File: config.mk
export PLATFORM = sky130hd
export DESIGN_NAME = pp_pipeline_accel_rows_fanout
export DESIGN_NICKNAME = d
export VERILOG_FILES = /design/src/rtl/pp_pipeline_accel_rows_fanout.sv
export SDC_FILE = /design/constraint.sdc
export NUM_CORES = 1
export LEC_CHECK = 0
export BUFFER_PORTS_ARGS = -buffer_cell sky130_fd_sc_hd__buf_4
export CAP_MARGIN = 10
export CORE_MARGIN = 5
export CORE_UTILIZATION = 42
export DETAILED_ROUTE_END_ITERATION = 8
export PLACE_DENSITY = 0.78
export SYNTH_ARGS = -nofsm -noshare
export SYNTH_HDL_FRONTEND = slang
export SYNTH_SLANG_ARGS = --single-unit
File: constraint.sdc
create_clock -name ap_clk -period 1.71 [get_ports ap_clk]
set_input_delay 0.342 -clock ap_clk [delete_from_list [all_inputs] [get_ports ap_clk]]
set_output_delay 0.342 -clock ap_clk [all_outputs]
set_load 0.05 [all_outputs]
File: src/rtl/pp_pipeline_accel_rows_fanout.sv
// Forwards the rows scalar to two FIFO channels once per ap_start/ap_done handshake.
// Build option: define PP_ROWS_CLAMP_EN to clamp latched rows to 2160.
module pp_pipeline_accel_rows_fanout (
   input  logic        ap_clk,
   input  logic        ap_rst,
   input  logic        ap_start,
   output logic        ap_done,
   input  logic        ap_continue,
   output logic        ap_idle,
   output logic        ap_ready,
   input  logic [15:0] rows,
   output logic [15:0] rows_out0_din,
   input  logic        rows_out0_full_n,
   output logic        rows_out0_write,
   input  logic [2:0]  rows_out0_num_data_valid,
   input  logic [2:0]  rows_out0_fifo_cap,
   output logic [15:0] rows_out1_din,
   input  logic        rows_out1_full_n,
   output logic        rows_out1_write,
   input  logic [2:0]  rows_out1_num_data_valid,
   input  logic [2:0]  rows_out1_fifo_cap
);

   localparam logic [2:0] ST_IDLE  = 3'b001;
   localparam logic [2:0] ST_WRITE = 3'b010;
   localparam logic [2:0] ST_DONE  = 3'b100;

   logic [2:0]  state_q, state_d;
   logic [15:0] rows_q, rows_d;
   logic [15:0] rows_lat;
   logic [1:0]  pend_q, pend_d;
   logic        done_reg_q, done_reg_d;
   logic [1:0]  full_n;
   logic [1:0]  wr;
   logic        accept;
   logic        unused_fifo_status;

   assign full_n = {rows_out1_full_n, rows_out0_full_n};

   // Occupancy/capacity are informational only; the handshake uses full_n.
   assign unused_fifo_status = ^{rows_out0_num_data_valid, rows_out0_fifo_cap,
                                 rows_out1_num_data_valid, rows_out1_fifo_cap};

`ifdef PP_ROWS_CLAMP_EN
   localparam logic [15:0] ROWS_MAX = 16'd2160;

   // Saturate the incoming row count before it is latched.
   always_comb begin
      rows_lat = rows;
      if (rows > ROWS_MAX) begin
         rows_lat = ROWS_MAX;
      end else begin
         rows_lat = rows;
      end
   end
`else
   assign rows_lat = rows;
`endif

   assign accept = (state_q == ST_IDLE) && ap_start && !done_reg_q;

   // Write strobes: each channel fires independently while still pending.
   always_comb begin
      wr = 2'b00;
      if (state_q == ST_WRITE) begin
         wr = pend_q & full_n;
      end else begin
         wr = 2'b00;
      end
   end

   // Next-state logic for the handshake FSM and its payload.
   always_comb begin
      state_d = state_q;
      rows_d  = rows_q;
      pend_d  = pend_q;
      case (state_q)
         ST_IDLE: begin
            if (accept) begin
               state_d = ST_WRITE;
               rows_d  = rows_lat;
               pend_d  = 2'b11;
            end else begin
               state_d = ST_IDLE;
            end
         end
         ST_WRITE: begin
            pend_d = pend_q & ~wr;
            if ((pend_q & ~wr) == 2'b00) begin
               state_d = ST_DONE;
            end else begin
               state_d = ST_WRITE;
            end
         end
         ST_DONE: begin
            state_d = ST_IDLE;
            pend_d  = 2'b00;
         end
         default: begin
            state_d = ST_IDLE;
            pend_d  = 2'b00;
         end
      endcase
   end

   // Sticky done: ap_continue acknowledges and wins over a new DONE.
   always_comb begin
      done_reg_d = done_reg_q;
      if (ap_continue) begin
         done_reg_d = 1'b0;
      end else if (state_q == ST_DONE) begin
         done_reg_d = 1'b1;
      end else begin
         done_reg_d = done_reg_q;
      end
   end

   // State registers with synchronous reset.
   always_ff @(posedge ap_clk) begin
      if (ap_rst) begin
         state_q    <= ST_IDLE;
         rows_q     <= 16'd0;
         pend_q     <= 2'b00;
         done_reg_q <= 1'b0;
      end else begin
         state_q    <= state_d;
         rows_q     <= rows_d;
         pend_q     <= pend_d;
         done_reg_q <= done_reg_d;
      end
   end

   assign ap_done         = (state_q == ST_DONE) || done_reg_q;
   assign ap_ready        = (state_q == ST_DONE);
   assign ap_idle         = (state_q == ST_IDLE) && !ap_start;
   assign rows_out0_din   = rows_q;
   assign rows_out1_din   = rows_q;
   assign rows_out0_write = wr[0];
   assign rows_out1_write = wr[1];

endmodule

# After elaboration in Yosys (flattened, before gate mapping)
# Index checks and enable logic that the tools add are counted.
# W data, S select, Z words.
# word_totals
reg_bits,22
in_bits,34
out_inout_bits,37
elab_cells,26
# op_classes
eq_ne,4
mux,6
bitwise_logic,3
reduce_logical,9
# op_table
operator,n
$mux W2,3
$pmux W3 S2,1
$and A2 B2 Y2,2
$pmux W2 S2,1
$eq A3 B1 Y1 const B,1
$eq A3 B2 Y1 const B,1
$eq A3 B3 Y1 const B,1
$logic_and A1 B1 Y1,3
$mux W3,1
$logic_not A1 Y1,2
$logic_not A2 Y1,1
$ne A2 B2 Y1 const B,1
$not A2 Y2,1
$reduce_and A2 Y1,1
$reduce_or A2 Y1,1
$logic_or A1 B1 Y1,1

# Logic depth before layout (Yosys ltp)
# depth
ltp_word,7
mapped_depth,5
ltp_nobuf,3

# Worst setup path before layout
# Ideal clock, no wire load.
# synth_path
kind,flip-flop to output port
start,register state_q[2]
end,output ap_done
t_arrival_ns,2.097
required_ns,1.368
path_slack_ns,-0.729
stages_incl_launch_ff,3
n_path_buf,0
cell_sequence,dfxtp_1 nor3b_1 or2_2
# synth_between
elab_chain_len,2
# synth_lines
element,line,rtl
start: declaration,28,"logic [2:0] state_q, state_d;"
start signal: assignment,126,state_q <= state_d;
$eq A3 B3 Y1,--,
net ap_ready,10,"output logic ap_ready,"
$logic_or A1 B1 Y1,133,assign ap_done = (state_q == ST_DONE) || done_reg_q;
end: declaration,7,"output logic ap_done,"
# The timed path passes the listed nets, and every way through them passes these cells.

# Worst setup path after layout
# layout_path
start,register state_q[2]
end,output rows_out0_write
# layout_between
elab_chain_len,2
# layout_lines
element,line,rtl
$eq A3 B2 Y1,65,if (state_q == ST_WRITE) begin
$mux W2,65,
end: declaration,14,"output logic rows_out0_write,"
# Every way passes these cells.

==> results_dict.tcl <==
set metrics [dict create \
    grt_pass1_wl_mm 4.153 \
    finalNetCount 197 \
    power.leakage_nw 0.7425 \
    root_buffer "clkbuf_4" \
    cp.arrival_ns 1.27 \
    via_per_inst 4.767 \
    final_antenna_net_count 0 \
    cp-end-kind "primary output" \
    dp_hpwl_mm 1.942 \
    grt_overflow 0 \
    maxCapViolations 0 \
    grt_max_degree 36 \
    synthCells 116 \
    crit_fanout 5 \
    rsz0062_at_grt "no" \
    final_cell_mix "buf_4, nand2b_1, dfxtp_1" \
    core_mm2 0.002686 \
    wl_per_cell_um 13.00 \
    diodes 0 \
    synth_nets 150 \
    critical_path_required_ns 1.37 \
    num_rows 19 \
    ios 71 \
    power_per_cell_area_mw_per_mm2 860.6 \
    port_buffers 58 \
    ys_seq_area_frac 0.3805 \
    cts.path.max_buffers 2 \
    slew_violations 0 \
    start_util 0.4308 \
    synth_seq_cells 22 \
    worstSetupStartpointType "flop" \
    drive_gt1_frac 0.4877 \
    slew_headroom 0.7834 \
    ys_warn_count 0 \
    dr_total_vias 920 \
    tightest_slew_ns 0.3214 \
    yosys.cell_types.count 21 \
    die_h_um 62.50 \
    antenna_found_initial 0 \
    fillerInstances 240 \
    clkSinkCount 22 \
    wirelength_mm 2.509 \
    grt_pass1_vias 903 \
    outcome "finished, final reports clean" \
    layout_commonest_cell "buf_4" \
    fp.dieW_um 62.50 \
    drcViolationCount 0 \
    hold_class "input pin to flop" \
    die-area_mm2 0.003906 \
    fin_skew_ns 0.005363 \
    holdBufCountCts 0 \
    whs_ns 0.1778 \
    insertion_delay_ns 0.31 \
    drt_iter0_drc 34 \
    min_period_over_period 0.9431 \
    numCtsBuffers 3 \
    cts.clk_slew.worst_paths_ns 0.12 \
    areaGrowthSynthToFinish_pct 37.41 \
    worstSetupPathType "flop to primary output" \
    ir_drop_uv 585.7 \
    synth_area_mm2 0.001157 \
    finalPower_mw 1.369 \
    syn_area_per_cell_um2 9.977 \
    dr.pass1.iters 3 \
    clock.fmax_mhz 620.1 \
    period_needed_ns 1.613 \
    gr-usage-all-layers 0.1294 \
    cts_tree "built" \
    hold_viol_final 0 \
    gp_routability_congestion 0.6950 \
    finalSetupViolations 0 \
    cts_max_level 1 \
]
## timing repair
item	4_1_cts	5_1_grt
resized for setup	4	9
buffers inserted	0	2
setup endpoints to repair	3	3
## layout make-up
cell class	instances	area (um^2)	share of cell area
tap	31	38.79	0.02439
timing repair buffer	63	488.0	0.3068
sequential	22	449.2	0.2825
multi-input combinational	73	578.1	0.3635
clock buffer	4	36.28	0.02282
## synth_stat cells (all sizes together)
master   n  area, um^2
nor4b    2       32.53
or2      1       6.260
buf     18       151.4
clkbuf   3       11.26
and2b    1       7.510
nor2b    3       18.77
nor3     1       5.000
a21bo    2       20.02
dfxtp   22       440.4
nor3b    4       30.03
and3     2       12.51
nor2     1       3.750
nand2b  33       214.0
o21ai    3       15.01
a21oi    3       15.01
mux2i   16       160.2
or4b     1       13.76
## flip-flops by register name, summed over array words and instances (netlist names)
| name | cells |
|---|---|
| pend_q | 2 |
| rows_out0_din | 16 |
| done_reg_q | 1 |
| state_q | 3 |
## worst max-delay path: stages (launching register included)
cell and delay (ns):
dfxtp_4 0.38, nor3b_4 0.22, and3_1 0.20, buf_6 0.16
## power breakdown
group / internal (mW) / switching [mW]
logic: 0.184 / 0.310
clock network: 0.130 / 0.160
registers: 0.551 / 0.0340
total: 0.865 / 0.504
## cells by family (layout without fill, tap and decap cells)
kind of cell           count (synthesis)  count (layout)  share of synthesized area
AND/OR/NAND/NOR                       49              49                     0.2973
multiplexers                          16              16                     0.1384
buffers and inverters                 21              67                     0.1405
flip-flops                            22              22                     0.3805
AO/OA/AOI/OAI                          8               8                    0.04324
## metrics by stage
stage	TNS, ns	setup WS (ns)	area, um^2	instances	utilization
after global placement	0	0.2860	1496	187	0.5571
after floorplan	-0.4496	-0.1766	1162	116	-
after global routing	0	0.002238	1590	193	0.5920
final	0	0.09734	1590	193	0.5920
after detailed placement	0	0.2454	1496	187	0.5571
after CTS	0	0.003698	1541	191	0.5738
## layer usage
metal	vias to the layer above	GRT usage	routed length, um
met3	4	0.03417	158
met2	29	0.2448	1373
li1	458	-	-
met1	429	0.1303	939
met5	-	0	0
met4	0	0.05570	38
## path summary, 6_finish.rpt
check	from	end	slack [ns]	cells past startpoint
worst max register to register	state_q[1]$_SDFF_PP0_	rows_out0_din[15]$_SDFFE_PP0P_	0.38	4
worst min-delay path	ap_continue	done_reg_q$_SDFFE_PP0P_	0.18	2
worst max-delay path	state_q[2]$_SDFF_PP0_	rows_out0_write	0.1	3
worst min register to register	rows_out0_din[8]$_SDFFE_PP0P_	rows_out0_din[8]$_SDFFE_PP0P_	0.50	2
Power figures use the tool's default switching activity.
